--- src/rtl/aes_wb_initiator_if.sv ---
// Wishbone classic bus bundle between the AES sequencing initiator and the
// memory-mapped AES control responder.
interface aes_wb_initiator_if;
  logic        wbm_cyc_o;
  logic        wbm_stb_o;
  logic        wbm_we_o;
  logic [3:0]  wbm_sel_o;
  logic [31:0] wbm_adr_o;
  logic [31:0] wbm_dat_o;
  logic [31:0] wbm_dat_i;
  logic        wbm_ack_i;

  modport master (
    output wbm_cyc_o, wbm_stb_o, wbm_we_o, wbm_sel_o, wbm_adr_o, wbm_dat_o,
    input  wbm_dat_i, wbm_ack_i
  );

  modport slave (
    input  wbm_cyc_o, wbm_stb_o, wbm_we_o, wbm_sel_o, wbm_adr_o, wbm_dat_o,
    output wbm_dat_i, wbm_ack_i
  );
endinterface

--- src/rtl/aes_wb_initiator.sv ---
// Wishbone initiator running one AES-128 encryption on the AES control responder:
// core reset, key load, plaintext load, core release, status poll, ciphertext read.
module aes_wb_initiator #(
  parameter logic [31:0] BASE_ADDR   = 32'h3000_0000,
  parameter int unsigned ACK_TIMEOUT = 16,
  parameter int unsigned POLL_LIMIT  = 1024
) (
  input  logic               wb_clk_i,
  input  logic               wb_nrst_i,
  input  logic               start,
  input  logic [127:0]       key,
  input  logic [127:0]       plaintext,
  output logic [127:0]       ciphertext,
  output logic               busy,
  output logic               done,
  output logic               err,
  output logic [1:0]         err_code,
  aes_wb_initiator_if.master wbm
);

  localparam int unsigned WAIT_W = (ACK_TIMEOUT > 1) ? $clog2(ACK_TIMEOUT) : 1;
  localparam int unsigned POLL_W = $clog2(POLL_LIMIT + 1);

  localparam logic [WAIT_W-1:0] WAIT_LAST = WAIT_W'(ACK_TIMEOUT - 1);
  localparam logic [POLL_W-1:0] POLL_MAX  = POLL_W'(POLL_LIMIT);

  localparam logic [3:0] STEP_RELEASE = 4'd9;
  localparam logic [3:0] STEP_STATUS  = 4'd10;
  localparam logic [3:0] STEP_LAST    = 4'd14;

  localparam logic [1:0] ERR_NONE = 2'd0;
  localparam logic [1:0] ERR_ACK  = 2'd1;
  localparam logic [1:0] ERR_POLL = 2'd2;

  typedef enum logic [1:0] {
    S_IDLE = 2'd0,
    S_REQ  = 2'd1,
    S_GAP  = 2'd2,
    S_FIN  = 2'd3
  } state_e;

  // Register offset of each step of the command sequence.
  function automatic logic [11:0] step_offset(input logic [3:0] step);
    logic [11:0] off;
    case (step)
      4'd0:    off = 12'h004;
      4'd1:    off = 12'h010;
      4'd2:    off = 12'h014;
      4'd3:    off = 12'h018;
      4'd4:    off = 12'h01C;
      4'd5:    off = 12'h020;
      4'd6:    off = 12'h024;
      4'd7:    off = 12'h028;
      4'd8:    off = 12'h02C;
      4'd9:    off = 12'h008;
      4'd10:   off = 12'h000;
      4'd11:   off = 12'h030;
      4'd12:   off = 12'h034;
      4'd13:   off = 12'h038;
      4'd14:   off = 12'h03C;
      default: off = 12'h000;
    endcase
    return off;
  endfunction

  function automatic logic [31:0] step_wdata(input logic [3:0]   step,
                                             input logic [127:0] k,
                                             input logic [127:0] p);
    logic [31:0] d;
    case (step)
      4'd1:    d = k[31:0];
      4'd2:    d = k[63:32];
      4'd3:    d = k[95:64];
      4'd4:    d = k[127:96];
      4'd5:    d = p[31:0];
      4'd6:    d = p[63:32];
      4'd7:    d = p[95:64];
      4'd8:    d = p[127:96];
      default: d = 32'h0000_0000;
    endcase
    return d;
  endfunction

  state_e             state_q, state_d;
  logic [3:0]         step_q, step_d;
  logic [WAIT_W-1:0]  wait_q, wait_d;
  logic [POLL_W-1:0]  poll_q, poll_d;
  logic [POLL_W-1:0]  poll_inc_s;
  logic               ready_q, ready_d;
  logic [127:0]       key_q, key_d;
  logic [127:0]       pt_q, pt_d;
  logic [127:0]       ct_q, ct_d;
  logic               busy_q, busy_d;
  logic               done_q, done_d;
  logic               err_q, err_d;
  logic [1:0]         err_code_q, err_code_d;
  logic               cyc_q, cyc_d;
  logic               we_q, we_d;
  logic [31:0]        adr_q, adr_d;
  logic [31:0]        dat_q, dat_d;
  logic               load_s;
  logic               capture_s;

  assign poll_inc_s = poll_q + POLL_W'(1);

  // Sequencer next state; a start coinciding with the done pulse is dropped.
  always_comb begin
    state_d    = state_q;
    step_d     = step_q;
    wait_d     = wait_q;
    poll_d     = poll_q;
    ready_d    = ready_q;
    busy_d     = busy_q;
    done_d     = 1'b0;
    err_d      = err_q;
    err_code_d = err_code_q;
    load_s     = 1'b0;
    capture_s  = 1'b0;
    case (state_q)
      S_IDLE: begin
        if (start && !done_q) begin
          state_d    = S_REQ;
          step_d     = 4'd0;
          wait_d     = '0;
          poll_d     = '0;
          ready_d    = 1'b0;
          busy_d     = 1'b1;
          err_d      = 1'b0;
          err_code_d = ERR_NONE;
          load_s     = 1'b1;
        end else begin
          state_d = S_IDLE;
        end
      end
      S_REQ: begin
        if (wbm.wbm_ack_i) begin
          state_d   = S_GAP;
          capture_s = 1'b1;
          if (step_q == STEP_STATUS) begin
            ready_d = wbm.wbm_dat_i[0];
          end else begin
            ready_d = ready_q;
          end
        end else if (wait_q == WAIT_LAST) begin
          state_d    = S_IDLE;
          busy_d     = 1'b0;
          err_d      = 1'b1;
          err_code_d = ERR_ACK;
        end else begin
          wait_d = wait_q + WAIT_W'(1);
        end
      end
      S_GAP: begin
        // The responder still drives ack here, so this cycle never samples it.
        wait_d = '0;
        if (step_q == STEP_LAST) begin
          state_d = S_FIN;
        end else if (step_q == STEP_STATUS && !ready_q) begin
          if (poll_inc_s == POLL_MAX) begin
            state_d    = S_IDLE;
            busy_d     = 1'b0;
            err_d      = 1'b1;
            err_code_d = ERR_POLL;
          end else begin
            poll_d  = poll_inc_s;
            state_d = S_REQ;
          end
        end else begin
          step_d  = step_q + 4'd1;
          state_d = S_REQ;
        end
      end
      S_FIN: begin
        state_d = S_IDLE;
        busy_d  = 1'b0;
        done_d  = 1'b1;
      end
      default: begin
        state_d = S_IDLE;
      end
    endcase
  end

  // Operand latches and ciphertext word capture.
  always_comb begin
    key_d = load_s ? key : key_q;
    pt_d  = load_s ? plaintext : pt_q;
    ct_d  = ct_q;
    if (capture_s) begin
      case (step_q)
        4'd11:   ct_d[31:0]   = wbm.wbm_dat_i;
        4'd12:   ct_d[63:32]  = wbm.wbm_dat_i;
        4'd13:   ct_d[95:64]  = wbm.wbm_dat_i;
        4'd14:   ct_d[127:96] = wbm.wbm_dat_i;
        default: ct_d         = ct_q;
      endcase
    end else begin
      ct_d = ct_q;
    end
  end

  // Bus outputs decoded from the next state so the registers line up with REQ.
  always_comb begin
    cyc_d = (state_d == S_REQ);
    if (cyc_d) begin
      adr_d = BASE_ADDR + {20'h0_0000, step_offset(step_d)};
      we_d  = (step_d <= STEP_RELEASE);
      dat_d = step_wdata(step_d, key_d, pt_d);
    end else begin
      adr_d = 32'h0000_0000;
      we_d  = 1'b0;
      dat_d = 32'h0000_0000;
    end
  end

  // State, datapath and output registers.
  always_ff @(posedge wb_clk_i or negedge wb_nrst_i) begin
    if (!wb_nrst_i) begin
      state_q    <= S_IDLE;
      step_q     <= 4'd0;
      wait_q     <= '0;
      poll_q     <= '0;
      ready_q    <= 1'b0;
      key_q      <= 128'h0;
      pt_q       <= 128'h0;
      ct_q       <= 128'h0;
      busy_q     <= 1'b0;
      done_q     <= 1'b0;
      err_q      <= 1'b0;
      err_code_q <= ERR_NONE;
      cyc_q      <= 1'b0;
      we_q       <= 1'b0;
      adr_q      <= 32'h0000_0000;
      dat_q      <= 32'h0000_0000;
    end else begin
      state_q    <= state_d;
      step_q     <= step_d;
      wait_q     <= wait_d;
      poll_q     <= poll_d;
      ready_q    <= ready_d;
      key_q      <= key_d;
      pt_q       <= pt_d;
      ct_q       <= ct_d;
      busy_q     <= busy_d;
      done_q     <= done_d;
      err_q      <= err_d;
      err_code_q <= err_code_d;
      cyc_q      <= cyc_d;
      we_q       <= we_d;
      adr_q      <= adr_d;
      dat_q      <= dat_d;
    end
  end

  assign wbm.wbm_cyc_o = cyc_q;
  assign wbm.wbm_stb_o = cyc_q;
  assign wbm.wbm_we_o  = we_q;
  assign wbm.wbm_sel_o = 4'hF;
  assign wbm.wbm_adr_o = adr_q;
  assign wbm.wbm_dat_o = dat_q;

  assign ciphertext = ct_q;
  assign busy       = busy_q;
  assign done       = done_q;
  assign err        = err_q;
  assign err_code   = err_code_q;

endmodule
--- src/flat_wrapper.sv ---
// flat-port wrapper written by rule: the top's interface ports become plain ports
module aes_wb_initiator_flat 
#(
  parameter logic [31:0] BASE_ADDR   = 32'h3000_0000,
  parameter int unsigned ACK_TIMEOUT = 16,
  parameter int unsigned POLL_LIMIT  = 1024
)
  (wb_clk_i, wb_nrst_i, start, key, plaintext, ciphertext, busy, done, err, err_code, wbm_wbm_cyc_o, wbm_wbm_stb_o, wbm_wbm_we_o, wbm_wbm_sel_o, wbm_wbm_adr_o, wbm_wbm_dat_o, wbm_wbm_dat_i, wbm_wbm_ack_i);
  aes_wb_initiator_if wbm_i ();
  input  logic wb_clk_i;
  input  logic wb_nrst_i;
  input  logic start;
  input  logic [127:0] key;
  input  logic [127:0] plaintext;
  output logic [127:0] ciphertext;
  output logic busy;
  output logic done;
  output logic err;
  output logic [1:0] err_code;
  output wire logic [$bits(wbm_i.wbm_cyc_o)-1:0] wbm_wbm_cyc_o;
  output wire logic [$bits(wbm_i.wbm_stb_o)-1:0] wbm_wbm_stb_o;
  output wire logic [$bits(wbm_i.wbm_we_o)-1:0] wbm_wbm_we_o;
  output wire logic [$bits(wbm_i.wbm_sel_o)-1:0] wbm_wbm_sel_o;
  output wire logic [$bits(wbm_i.wbm_adr_o)-1:0] wbm_wbm_adr_o;
  output wire logic [$bits(wbm_i.wbm_dat_o)-1:0] wbm_wbm_dat_o;
  input wire logic [$bits(wbm_i.wbm_dat_i)-1:0] wbm_wbm_dat_i;
  input wire logic [$bits(wbm_i.wbm_ack_i)-1:0] wbm_wbm_ack_i;
  assign wbm_wbm_cyc_o = wbm_i.wbm_cyc_o;
  assign wbm_wbm_stb_o = wbm_i.wbm_stb_o;
  assign wbm_wbm_we_o = wbm_i.wbm_we_o;
  assign wbm_wbm_sel_o = wbm_i.wbm_sel_o;
  assign wbm_wbm_adr_o = wbm_i.wbm_adr_o;
  assign wbm_wbm_dat_o = wbm_i.wbm_dat_o;
  assign wbm_i.wbm_dat_i = wbm_wbm_dat_i;
  assign wbm_i.wbm_ack_i = wbm_wbm_ack_i;
  aes_wb_initiator #(.BASE_ADDR(BASE_ADDR), .ACK_TIMEOUT(ACK_TIMEOUT), .POLL_LIMIT(POLL_LIMIT)) u_core (.wb_clk_i(wb_clk_i), .wb_nrst_i(wb_nrst_i), .start(start), .key(key), .plaintext(plaintext), .ciphertext(ciphertext), .busy(busy), .done(done), .err(err), .err_code(err_code), .wbm(wbm_i));
endmodule
--- config.mk ---
export PLATFORM = sky130hd
export DESIGN_NAME = aes_wb_initiator_flat
export DESIGN_NICKNAME = d
export VERILOG_FILES = /design/src/rtl/aes_wb_initiator_if.sv /design/src/rtl/aes_wb_initiator.sv /design/src/flat_wrapper.sv
export SDC_FILE = /design/constraint.sdc
export NUM_CORES = 1
export LEC_CHECK = 0
export BUFFER_PORTS_ARGS = -buffer_cell sky130_fd_sc_hd__buf_2
export CAP_MARGIN = 25
export CORE_MARGIN = 3
export CORE_UTILIZATION = 42
export DETAILED_ROUTE_END_ITERATION = 16
export PLACE_DENSITY_LB_ADDON = 0.2
export RECOVER_POWER = 100
export SYNTH_ARGS = -nofsm -noshare
export SYNTH_HDL_FRONTEND = slang
export SYNTH_SLANG_ARGS = --single-unit
--- constraint.sdc ---
create_clock -name wb_clk_i -period 5.92 [get_ports wb_clk_i]
set_clock_uncertainty 0.05 [all_clocks]
set_input_delay 1.184 -clock wb_clk_i [delete_from_list [all_inputs] [get_ports wb_clk_i]]
set_output_delay 1.184 -clock wb_clk_i [all_outputs]
set_load 0.01 [all_outputs]
==> results_tabular.tex, run 1 <==
\begin{tabular}{lr}
\hline
Metric & Value \\
\hline
\multicolumn{2}{l}{\textbf{Synth}} \\
\quad Cell type with the largest total area after synthesis & sky130\_fd\_sc\_hd\_\_dfrtp\_1 \\
\quad Dominant cells by area after synthesis & sky130\_fd\_sc\_hd\_\_dfrtp\_1 59\%, sky130\_fd\_sc\_hd\_\_mux2\_2 23\%, sky130\_fd\_sc\_hd\_\_a22o\_1 3.1\% \\
\quad Syn Area/Cell & 13.7 um2 \\
\quad Leading cell type by number of instances after synthesis & sky130\_fd\_sc\_hd\_\_dfrtp\_1 \\
\quad Share of async-settable or async-resettable flops after synthesis & 1.00 \\
\quad Post-synthesis register bit count & 449 \\
\quad Share of Yosys cell area claimed by the top area cell type & 0.587 \\
\quad List of most frequent post-synthesis cells & 449 x sky130\_fd\_sc\_hd\_\_dfrtp\_1, 386 x sky130\_fd\_sc\_hd\_\_mux2\_2, 67 x sky130\_fd\_sc\_hd\_\_a22o\_1 \\
\quad Post-synthesis instance area & 19100 um2 \\
\quad EDFF count, synth & 0 \\
\quad Total number of yosys warnings & 0 \\
\quad Fraction of the yosys area taken by sequential cells & 0.587 \\
\quad Number of standard cells after synthesis & 1393 \\
\quad Most used flip-flop cell after synthesis & sky130\_fd\_sc\_hd\_\_dfrtp\_1 \\
\quad Distinct cell type count after synthesis & 64 \\
\multicolumn{2}{l}{\textbf{Floorplanning}} \\
\quad Initial Utilization & 0.429 \\
\quad Die boundary width & 219 um \\
\quad Area enclosed by the die boundary & 48100 um2 \\
\quad Top-level I/O count & 496 \\
\quad Placement row count & 77 \\
\quad Area inside the core boundary & 44600 um2 \\
\quad Die height & 219 um \\
\multicolumn{2}{l}{\textbf{Route}} \\
\quad Total DRC errors in the routed layout & 0 \\
\quad Antenna Violating Nets Remaining & 0 \\
\quad Vias per cell & 5.36 \\
\quad Number of DRC markers after the initial detailed-route iteration & 992 \\
\quad Detailed-route via count & 13200 \\
\quad Average routed wire per standard cell & 22.4 um \\
\quad Number of optimization iterations in the first detailed-route pass & 6 \\
\quad Wire length after detailed routing & 55200 um \\
\multicolumn{2}{l}{\textbf{Cells and area}} \\
\quad Proportion of layout cells with a drive suffix above 1 & 0.314 \\
\quad Fill cell total of the finished layout & 3949 \\
\quad Layout overhead on the synthesized area & 21.5\% \\
\quad Total number of nets in the final design & 2140 \\
\quad Area of the multi-input gates & 7310 um2 \\
\quad Area used by sequential logic in the layout & 11200 um2 \\
\multicolumn{2}{l}{\textbf{Clocking}} \\
\quad PostCTS Resize Cnt & 0 \\
\quad CTS root buf & sky130\_fd\_sc\_hd\_\_clkbuf\_16 \\
\quad Total CTS buffers & 48 \\
\quad TritonCTS clock tree & built \\
\quad Clock Path Buffers & 3 \\
\quad Clock transition at the register clock pins on the worst setup and hold paths after CTS & 0.06 ns \\
\quad CTS HTree Levels & 2 \\
\quad Hold\_buf cts & 0 \\
\quad Clock latency of the later-clocked register in the worst-skew pair & 0.57 ns \\
\quad Total setup buffers inserted after CTS & 0 \\
\quad Clock Sinks & 449 \\
\multicolumn{2}{l}{\textbf{Placed design}} \\
\quad DP Wirelength & 37900 um \\
\quad Routability congestion estimate from global placement & 0.803 \\
\quad Port buffer count & 465 \\
\multicolumn{2}{l}{\textbf{STA}} \\
\quad Total negative slack for setup checks & 0 ns \\
\quad Count of final hold-check violations & 0 \\
\quad Tmin final & 4.64 ns \\
\quad Highest clock frequency the design can meet & 215 MHz \\
\quad Relative max-transition margin & -0.958 \\
\quad Final max-slew violation count & 356 \\
\quad Unrepaired setup endpoints after global routing & no \\
\quad Fraction of the cycle the final worst path needs & 0.784 \\
\quad Slew of the pin with the lowest slew margin & 2.94 ns \\
\quad Setup Viol. Count Final & 0 \\
\multicolumn{2}{l}{\textbf{Global routing}} \\
\quad Total gr overflow & 0 \\
\quad GR met2 Demand/Resource & 0.355 \\
\quad Global-route wire length before repair & 82600 um \\
\quad Met3 demand-to-capacity share in global routing & 0.0638 \\
\quad Number of global-route vias before repair & 13900 \\
\quad Total routing usage reported by global routing & 0.224 \\
\quad Number of antenna violations at the first check in global routing & 16 \\
\quad Maximum number of pins on one net before global-route repair & 193 \\
\quad Met1 track demand over resource & 0.294 \\
\quad Busiest grt layer & met2 \\
\multicolumn{2}{l}{\textbf{Power and ir drop}} \\
\quad Ratio of total power to cell area & 483 nW/um2 \\
\quad Internal power of the cells & 7620 uW \\
\quad Combinational group share of total power & 0.334 \\
\quad Leak Pwr & 0.0107 uW \\
\quad Worst vdd ir & 0.306 mV \\
\quad Switching pwr & 3610 uW \\
\quad Sw frac & 0.321 \\
\quad Share of power burned in the clock network & 0.271 \\
\quad Share of power burned in registers & 0.395 \\
\quad Total power of the final layout & 11200 uW \\
\multicolumn{2}{l}{\textbf{Worst setup path}} \\
\quad Standard cell with the maximum stage delay on the critical path & sky130\_fd\_sc\_hd\_\_ha\_1 \\
\quad CP Data Arrival Time & 5.06 ns \\
\quad Buffering stage count on the worst path with inverters included & 3 \\
\quad Ordered cell list for the critical path & inv\_1 > ha\_1 > clkinv\_1 > o21ai\_0 > o21ai\_0 > ha\_1 > buf\_4 > a22o\_1 > nor2\_1 > o22a\_1 > a21oi\_1 \\
\quad Crit end category & flop \\
\quad Worst setup SP type & flop \\
\quad Critical-path maximum fanout & 34 \\
\quad Data required time of the critical path & 6.34 ns \\
\quad CP delay by family, top & adder cells \\
\quad Biggest cell delay along the critical path & 1.39 ns \\
\quad CP Class & reg -> reg \\
\multicolumn{2}{l}{\textbf{Run status}} \\
\quad Violations in the final reports & capacitance limit, slew limit \\
\quad Outcome & finished with violations \\
\multicolumn{2}{l}{\textbf{Flow run}} \\
\quad Max Cap Viol & 7 \\
\multicolumn{2}{l}{\textbf{Min path}} \\
\quad Class of the tightest hold or removal check & reg -> reg \\
\hline
\end{tabular}
==> placed cells by master (no fill, tap or decap), types with 12 or more instances in the layout <==
master and n:
sky130_fd_sc_hd__nor2_1 47, sky130_fd_sc_hd__mux2_2 196, sky130_fd_sc_hd__clkbuf_1 192, sky130_fd_sc_hd__inv_1 14
sky130_fd_sc_hd__buf_2 290, sky130_fd_sc_hd__ha_1 13, sky130_fd_sc_hd__nand3_1 12, sky130_fd_sc_hd__a222oi_1 32
sky130_fd_sc_hd__o22a_1 33, sky130_fd_sc_hd__dfrtp_1 449, sky130_fd_sc_hd__nand2_1 66, sky130_fd_sc_hd__clkbuf_16 49
sky130_fd_sc_hd__mux2_1 192, sky130_fd_sc_hd__a21oi_1 44, sky130_fd_sc_hd__conb_1 30, sky130_fd_sc_hd__a22o_1 67
==> logic make-up (layout without fill, tap and decap cells) <==
kind of cell | after synthesis | after routing | share of synthesized area
other | 2 | 37 | 0.000393
buffers and inverters | 140 | 586 | 0.0359
AND/OR/NAND/NOR | 169 | 169 | 0.0408
adder cells (fa/ha/maj) | 16 | 16 | 0.0105
AO/OA/AOI/OAI | 222 | 222 | 0.0927
multiplexers | 392 | 392 | 0.231
XOR/XNOR | 3 | 3 | 0.00137
flip-flops | 449 | 449 | 0.587
==> final timing paths <==
kind,start,to,slack (ns),depth (start not counted)
setup reg to reg,u_core.state_q[0]$_DFF_PN0_,u_core.wbm.wbm_dat_o[31]$_DFF_PN0_,1.28,11
setup / recovery,u_core.state_q[0]$_DFF_PN0_,u_core.wbm.wbm_dat_o[31]$_DFF_PN0_,1.28,11
max in group asynchronous,wb_nrst_i,u_core.key_q[111]$_DFF_PN0_,3.83,2
hold reg to reg,u_core.key_q[120]$_DFF_PN0_,u_core.key_q[120]$_DFF_PN0_,0.44,1
min in group asynchronous,wb_nrst_i,u_core.key_q[25]$_DFF_PN0_,0.58,1
hold / removal,u_core.key_q[120]$_DFF_PN0_,u_core.key_q[120]$_DFF_PN0_,0.44,1
==> cell type report <==
class	instances	area share
Tap cell	592	0.0319
Sequential cell	449	0.483
Timing Repair Buffer	486	0.0986
Multi-Input combinational cell	832	0.315
Clock inverter	15	0.00845
Antenna cell	7	0.000753
Clock buffer	70	0.0600
Inverter	15	0.00242
==> metrics by stage <==
| step | worst slack [ns] | hold WS [ns] | utilization | instances | area, um2 |
|---|---|---|---|---|---|
| after floorplan | 2.55 | 0.420 | - | 1421 | 19200 |
| after detailed placement | 1.40 | 0.430 | 0.491 | 2373 | 21900 |
| after CTS | 1.80 | 0.444 | 0.527 | 2458 | 23500 |
| after global routing | 0.908 | 0.453 | 0.521 | 2465 | 23200 |
| final | 1.28 | 0.440 | 0.521 | 2466 | 23200 |
| after global placement | 1.55 | 0.427 | 0.491 | 2372 | 21900 |
==> flip-flops by register name (all words and copies together), names as in the netlist, 2 cells and up <==
register / cells
u_core.pt_q: 128
u_core.state_q: 2
u_core.wbm.wbm_dat_o: 32
u_core.err_code: 2
u_core.key_q: 128
u_core.step_q: 4
u_core.wait_q: 4
u_core.ciphertext: 128
u_core.wbm.wbm_adr_o: 5
u_core.poll_q: 11
==> routing by layer <==
layer | routed length, um | vias up
met5 | 106 | -
met3 | 4380 | 107
li1 | - | 5899
met1 | 23300 | 6694
met2 | 25800 | 492
met4 | 1580 | 16
==> power groups by stage <==
stage	sequential (uW)	clock [uW]	combinational, uW
after global placement	4430	0	3920
after floorplan	4450	0	2790
final	4440	3040	3750
after detailed placement	4480	0	3970
after CTS	4430	3110	3990
after global routing	4550	3240	4100
Power figures use the tool's default switching activity.
==> inputs of run 2 (changes only) <==
- clock period: 5.92 -> 4.02 ns (I/O delays scaled with it)
==> run 2 against run 1 <==
Net effect:
- the flow still finishes with violations (capacitance limit, slew limit)
- clock power increased by 63%
- global-route usage increased by 0.055 points
- core utilization increased by 0.92 points
- sequential cell count unchanged
- critical path type unchanged
==> results_tabular.tex, run 2 (synthesis results as in run 1) <==
\begin{tabular}{lr}
\hline
Metric & Value \\
\hline
\multicolumn{2}{l}{\textbf{Run status}} \\
\quad Outcome & finished with violations \\
\quad Violations in the final reports & capacitance limit, slew limit \\
\multicolumn{2}{l}{\textbf{Cells and area}} \\
\quad Layout overhead on the synthesized area & 23.6\% \\
\quad Proportion of layout cells with a drive suffix above 1 & 0.334 \\
\quad Most common cell after layout, fill and taps aside & sky130\_fd\_sc\_hd\_\_dfrtp\_1 \\
\quad Leading cell types in the layout, fill and taps excluded & 449 x sky130\_fd\_sc\_hd\_\_dfrtp\_1, 290 x sky130\_fd\_sc\_hd\_\_buf\_2, 214 x sky130\_fd\_sc\_hd\_\_mux2\_2 \\
\quad Fill cell total of the finished layout & 3944 \\
\quad Total number of nets in the final design & 2153 \\
\multicolumn{2}{l}{\textbf{Global routing}} \\
\quad Total routing usage reported by global routing & 0.224 \\
\quad Global-route wire length before repair & 83200 um \\
\quad GR met2 Demand/Resource & 0.360 \\
\quad Met3 demand-to-capacity share in global routing & 0.0734 \\
\quad Busiest grt layer & met2 \\
\quad Number of global-route vias before repair & 14000 \\
\quad Total gr overflow & 0 \\
\quad Number of antenna violations at the first check in global routing & 26 \\
\quad Met1 track demand over resource & 0.287 \\
\quad Maximum number of pins on one net before global-route repair & 131 \\
\multicolumn{2}{l}{\textbf{Route}} \\
\quad Number of DRC markers after the initial detailed-route iteration & 758 \\
\quad Detailed-route via count & 13200 \\
\quad Total DRC errors in the routed layout & 0 \\
\quad Wire length after detailed routing & 55100 um \\
\quad Number of optimization iterations in the first detailed-route pass & 6 \\
\quad Average routed wire per standard cell & 22.1 um \\
\quad Antenna Violating Nets Remaining & 0 \\
\quad Vias per cell & 5.28 \\
\multicolumn{2}{l}{\textbf{Worst setup path}} \\
\quad R2R setup slack & 0.32 ns \\
\quad R2r worst-path depth & 7 \\
\quad Critical-path maximum fanout & 23 \\
\quad Worst reg2reg path startpoint & u\_core.poll\_q[6]\$\_DFFE\_PN0P\_ \\
\quad Worst setup SP type & flop \\
\quad CP Data Arrival Time & 4.07 ns \\
\quad Reg2reg end & u\_core.wbm.wbm\_dat\_o[31]\$\_DFF\_PN0\_ \\
\quad CP Class & reg -> reg \\
\quad Crit end category & flop \\
\quad Data required time of the critical path & 4.39 ns \\
\quad Setup crit start & u\_core.poll\_q[6]\$\_DFFE\_PN0P\_ \\
\quad End point of the critical path & u\_core.wbm.wbm\_dat\_o[31]\$\_DFF\_PN0\_ \\
\multicolumn{2}{l}{\textbf{STA}} \\
\quad Worst hold slack after final layout & 0.427 ns \\
\quad Final max-slew violation count & 158 \\
\quad Total negative slack for setup checks & 0 ns \\
\quad Relative max-transition margin & -1.02 \\
\quad Count of final hold-check violations & 0 \\
\quad Tmin final & 3.70 ns \\
\quad Fraction of the cycle the final worst path needs & 0.920 \\
\quad Setup Viol. Count Final & 0 \\
\quad Unrepaired setup endpoints after global routing & no \\
\quad Highest clock frequency the design can meet & 270 MHz \\
\quad Slew of the pin with the lowest slew margin & 3.02 ns \\
\multicolumn{2}{l}{\textbf{Floorplanning}} \\
\quad Die boundary width & 219 um \\
\quad Die height & 219 um \\
\quad Area enclosed by the die boundary & 48100 um2 \\
\quad Initial Utilization & 0.429 \\
\quad Area inside the core boundary & 44600 um2 \\
\quad Top-level I/O count & 496 \\
\quad Placement row count & 77 \\
\multicolumn{2}{l}{\textbf{Clocking}} \\
\quad CTS HTree Levels & 2 \\
\quad PostCTS Resize Cnt & 0 \\
\quad TritonCTS clock tree & built \\
\quad Clock transition at the register clock pins on the worst setup and hold paths after CTS & 0.06 ns \\
\quad Clock Sinks & 449 \\
\quad Hold\_buf cts & 0 \\
\quad Total setup buffers inserted after CTS & 0 \\
\quad Total CTS buffers & 49 \\
\quad Clock latency of the later-clocked register in the worst-skew pair & 0.57 ns \\
\quad CTS root buf & sky130\_fd\_sc\_hd\_\_clkbuf\_16 \\
\quad Clock Path Buffers & 3 \\
\multicolumn{2}{l}{\textbf{Flow run}} \\
\quad Max Cap Viol & 3 \\
\multicolumn{2}{l}{\textbf{Power and ir drop}} \\
\quad Worst vdd ir & 0.431 mV \\
\quad Leak Pwr & 0.0109 uW \\
\quad Ratio of total power to cell area & 719 nW/um2 \\
\multicolumn{2}{l}{\textbf{Placed design}} \\
\quad Routability congestion estimate from global placement & 0.818 \\
\quad DP Wirelength & 38600 um \\
\quad Port buffer count & 465 \\
\multicolumn{2}{l}{\textbf{Min path}} \\
\quad Hold depth & 2 \\
\quad Class of the tightest hold or removal check & in -> reg \\
\hline
\end{tabular}
-- run 2: changes by cell type in the layout (fill, tap and decap cells not counted), sizes merged --
| cell | delta |
|---|---|
| bufinv | +6 |
| clkbuf | +6 |
| diode | +7 |
| buf | +5 |
| clkinv | +5 |
| inv | -1 |
| clkinvlp | -2 |
-- run 2: worst min-delay path by stage --
stage / from / endpoint / slack, ns
after detailed placement: u_core.key_q[33]$_DFF_PN0_ / u_core.key_q[33]$_DFF_PN0_ / 0.43
after global routing: plaintext[12] / u_core.pt_q[12]$_DFF_PN0_ / 0.41
final: key[101] / u_core.key_q[101]$_DFF_PN0_ / 0.43
after floorplan: u_core.key_q[31]$_DFF_PN0_ / u_core.key_q[31]$_DFF_PN0_ / 0.42
after CTS: wb_nrst_i / u_core.key_q[25]$_DFF_PN0_ / 0.30
after global placement: u_core.err_code[0]$_DFFE_PN0P_ / u_core.err_code[0]$_DFFE_PN0P_ / 0.43
-- run 2: layout make-up --
class / instances / area (um2) / share of cell area
antenna: 14 / 35.0 / 0.00148
inverter: 15 / 56.3 / 0.00238
clock inverter: 23 / 379 / 0.0160
sequential: 449 / 11200 / 0.475
timing repair buffer: 498 / 2460 / 0.104
clock buffer: 69 / 1430 / 0.0606
multi-input combinational: 832 / 7320 / 0.309
tap: 592 / 741 / 0.0313
-- run 2: report_power, final --
part / switching [uW] / internal [uW]
Combinational: 3020 / 2480
Sequential: 459 / 6090
Clock: 1830 / 3130
-- run 2: per-stage QoR --
step | setup slack [ns] | utilization | power [uW] | instance area (um2) | cells
final | 0.322 | 0.530 | 17000 | 23700 | 2492
after global routing | 0.0667 | 0.530 | 18000 | 23600 | 2488
after CTS | 0.421 | 0.536 | 17500 | 23900 | 2478
after detailed placement | 0.326 | 0.495 | 12500 | 22100 | 2386
after global placement | 0.437 | 0.495 | 12300 | 22100 | 2386
after floorplan | 1.03 | - | 10700 | 19200 | 1421
-- run 2: critical path: stages (launching register included) --
cell and delay, ns:
sky130_fd_sc_hd__dfrtp_1 0.51, sky130_fd_sc_hd__nand4_1 0.15, sky130_fd_sc_hd__or4_2 0.63, sky130_fd_sc_hd__a2111oi_1 1.26, sky130_fd_sc_hd__nand3_1 0.20, sky130_fd_sc_hd__nand3_2 0.23, sky130_fd_sc_hd__clkbuf_4 0.42, sky130_fd_sc_hd__a21oi_1 0.09
-- run 2: metal layers --
metal | up-vias | part of all wire | wire length, um
met5 | - | 0.0023 | 128
met4 | 22 | 0.027 | 1480
met3 | 110 | 0.084 | 4640
met2 | 450 | 0.47 | 26100
met1 | 6630 | 0.41 | 22800
li1 | 5951 | - | -
==> inputs of run 3 (changes only) <==
- RECOVER_POWER: 100 -> 25
- SETUP_SLACK_MARGIN: default -> 0.5
==> run 3 against run 2 <==
Net effect:
- the run still ends with capacitance limit, slew limit left
- total power grew 2.2%
- hold slack gained 0.0096 ns
- core utilization grew 0.69 points
- sequential share of layout area shrank 0.61 points
- die area is the same
- global-route usage is essentially flat
- fmax grew 13%
- critical path depth grew 5
- register-to-register slack gained 0.42 ns
- sequential power is essentially flat
==> results_tabular.tex, run 3 (synthesis results as in run 1) <==
\begin{tabular}{lr}
\hline
Metric & Value \\
\hline
\multicolumn{2}{l}{\textbf{Run status}} \\
\quad Outcome & finished with violations \\
\quad Violations in the final reports & capacitance limit, slew limit \\
\multicolumn{2}{l}{\textbf{Clocking}} \\
\quad Clock Path Buffers & 3 \\
\quad TritonCTS clock tree & built \\
\quad Clock transition at the register clock pins on the worst setup and hold paths after CTS & 0.06 ns \\
\quad Clock Sinks & 449 \\
\quad Total CTS buffers & 49 \\
\quad CTS root buf & sky130\_fd\_sc\_hd\_\_clkbuf\_16 \\
\quad CTS HTree Levels & 2 \\
\quad Clock latency of the later-clocked register in the worst-skew pair & 0.57 ns \\
\quad Hold\_buf cts & 0 \\
\multicolumn{2}{l}{\textbf{Worst setup path}} \\
\quad CP Class & reg -> reg \\
\quad Worst reg2reg path startpoint & u\_core.step\_q[0]\$\_DFF\_PN0\_ \\
\quad Standard cell with the maximum stage delay on the critical path & sky130\_fd\_sc\_hd\_\_a222oi\_1 \\
\quad Ordered cell list for the critical path & inv\_1 > ha\_1 > nand2\_1 > o21bai\_1 > xnor2\_1 > a22oi\_2 > inv\_1 > ha\_2 > buf\_12 > a222oi\_1 > o22a\_1 > a21oi\_1 \\
\quad Critical-path maximum fanout & 65 \\
\quad Setup crit start & u\_core.step\_q[0]\$\_DFF\_PN0\_ \\
\quad Cell repeated most along the worst path & sky130\_fd\_sc\_hd\_\_inv\_1 \\
\quad Crit end category & flop \\
\quad Data required time of the critical path & 4.41 ns \\
\quad CP Data Arrival Time & 3.66 ns \\
\quad Biggest cell delay along the critical path & 0.61 ns \\
\quad Worst setup SP type & flop \\
\multicolumn{2}{l}{\textbf{STA}} \\
\quad Tmin final & 3.27 ns \\
\quad Total negative slack for setup checks & 0 ns \\
\quad Fraction of the cycle the final worst path needs & 0.814 \\
\quad Unrepaired setup endpoints after global routing & no \\
\quad Count of final hold-check violations & 0 \\
\quad Slew of the pin with the lowest slew margin & 3.01 ns \\
\quad Highest clock frequency the design can meet & 305 MHz \\
\quad Setup Viol. Count Final & 0 \\
\quad Relative max-transition margin & -1.01 \\
\quad Final max-slew violation count & 105 \\
\multicolumn{2}{l}{\textbf{Cells and area}} \\
\quad Leading cell types in the layout, fill and taps excluded & 464 x sky130\_fd\_sc\_hd\_\_buf\_2, 449 x sky130\_fd\_sc\_hd\_\_dfrtp\_1, 386 x sky130\_fd\_sc\_hd\_\_mux2\_2 \\
\quad Layout overhead on the synthesized area & 25.3\% \\
\quad Final design area excluding fillers & 24000 um2 \\
\quad Most common cell after layout, fill and taps aside & sky130\_fd\_sc\_hd\_\_buf\_2 \\
\quad Share of the core filled with cells & 0.537 \\
\quad Proportion of layout cells with a drive suffix above 1 & 0.522 \\
\quad Total number of nets in the final design & 2156 \\
\quad Post-route insts no fill & 2495 \\
\multicolumn{2}{l}{\textbf{Global routing}} \\
\quad Total routing usage reported by global routing & 0.225 \\
\quad Number of antenna violations at the first check in global routing & 26 \\
\quad Maximum number of pins on one net before global-route repair & 131 \\
\quad Number of global-route vias before repair & 14000 \\
\quad Total gr overflow & 0 \\
\quad Global-route wire length before repair & 83200 um \\
\multicolumn{2}{l}{\textbf{Power and ir drop}} \\
\quad Ratio of total power to cell area & 725 nW/um2 \\
\quad Total power of the final layout & 17400 uW \\
\quad Leak Pwr & 0.0117 uW \\
\quad Worst vdd ir & 0.461 mV \\
\multicolumn{2}{l}{\textbf{Route}} \\
\quad Wire length after detailed routing & 55400 um \\
\quad Number of optimization iterations in the first detailed-route pass & 5 \\
\quad Antenna Violating Nets Remaining & 0 \\
\quad Average routed wire per standard cell & 22.2 um \\
\quad Number of DRC markers after the initial detailed-route iteration & 677 \\
\quad Detailed-route via count & 13200 \\
\quad Vias per cell & 5.29 \\
\quad Total DRC errors in the routed layout & 0 \\
\multicolumn{2}{l}{\textbf{Placed design}} \\
\quad Port buffer count & 465 \\
\quad DP Wirelength & 38600 um \\
\quad Number of placed instances with taps included & 2386 \\
\quad Routability congestion estimate from global placement & 0.818 \\
\quad Post-placement cell area & 22100 um2 \\
\multicolumn{2}{l}{\textbf{Min path}} \\
\quad Class of the tightest hold or removal check & in -> reg \\
\quad Hold wc startpoint & plaintext[0] \\
\multicolumn{2}{l}{\textbf{Floorplanning}} \\
\quad Top-level I/O count & 496 \\
\quad Die boundary width & 219 um \\
\quad Area enclosed by the die boundary & 48100 um2 \\
\quad Initial Utilization & 0.429 \\
\quad Area inside the core boundary & 44600 um2 \\
\quad Placement row count & 77 \\
\quad Die height & 219 um \\
\multicolumn{2}{l}{\textbf{Flow run}} \\
\quad Max Cap Viol & 1 \\
\hline
\end{tabular}
[run 3: power breakdown]
part	internal, uW	switching [uW]
Clock	3130	1830
Sequential	6080	439
Combinational	2840	3040
Total	12100	5320
[run 3: area by class of cell]
type	instances	area [um2]
fillers	3843	20600
flip-flops and latches	449	11200
multi-input cells	832	7360
repair buffers	501	2730
clock buffers	69	1430
well taps	592	741
clock inverters	23	379
inverters	15	56.3
diodes	14	35.0
[run 3: critical path: cells and delay by family, from the launching register on]
| kind | cells | cell delay [ns] |
|---|---|---|
| simple gates | 1 | 0.09 |
| buf+inv | 3 | 0.52 |
| compound gates | 5 | 1.30 |
| flops | 1 | 0.44 |
| fa+ha+maj | 2 | 0.54 |
| xor+xnor | 1 | 0.15 |
[run 3: through the flow]
stage,hold slack [ns],setup slack (ns)
floorplan,0.420,1.03
global placement,0.425,0.437
detailed placement,0.432,0.326
CTS,0.295,0.552
global route,0.411,0.441
finish,0.437,0.747
[run 3: final timing paths]
kind / end / slack, ns / depth (start not counted)
worst max-delay path: u_core.wbm.wbm_dat_o[1]$_DFF_PN0_ / 0.75 / 12
worst min-delay path: u_core.pt_q[0]$_DFF_PN0_ / 0.44 / 2
worst max register to register: u_core.wbm.wbm_dat_o[1]$_DFF_PN0_ / 0.75 / 12
worst min register to register: u_core.err_code[0]$_DFFE_PN0P_ / 0.44 / 1
max in group asynchronous: u_core.pt_q[64]$_DFF_PN0_ / 0.99 / 1
min in group asynchronous: u_core.key_q[25]$_DFF_PN0_ / 1.16 / 1
[run 3: routing by layer]
metal | GRT usage | share of wire | vias to the layer above
met5 | 0 | 0.0024 | -
met4 | 0.0765 | 0.030 | 22
met3 | 0.0734 | 0.086 | 113
met2 | 0.360 | 0.47 | 456
met1 | 0.288 | 0.41 | 6672
li1 | - | - | 5943
[run 3: repair_timing]
| item | 4_1_cts | 5_1_grt |
|---|---|---|
| resized for setup | 2 | 3 |
| setup endpoints to repair | 2 | 25 |
| pin swaps | 1 | 4 |
| setup buffers | 0 | 3 |
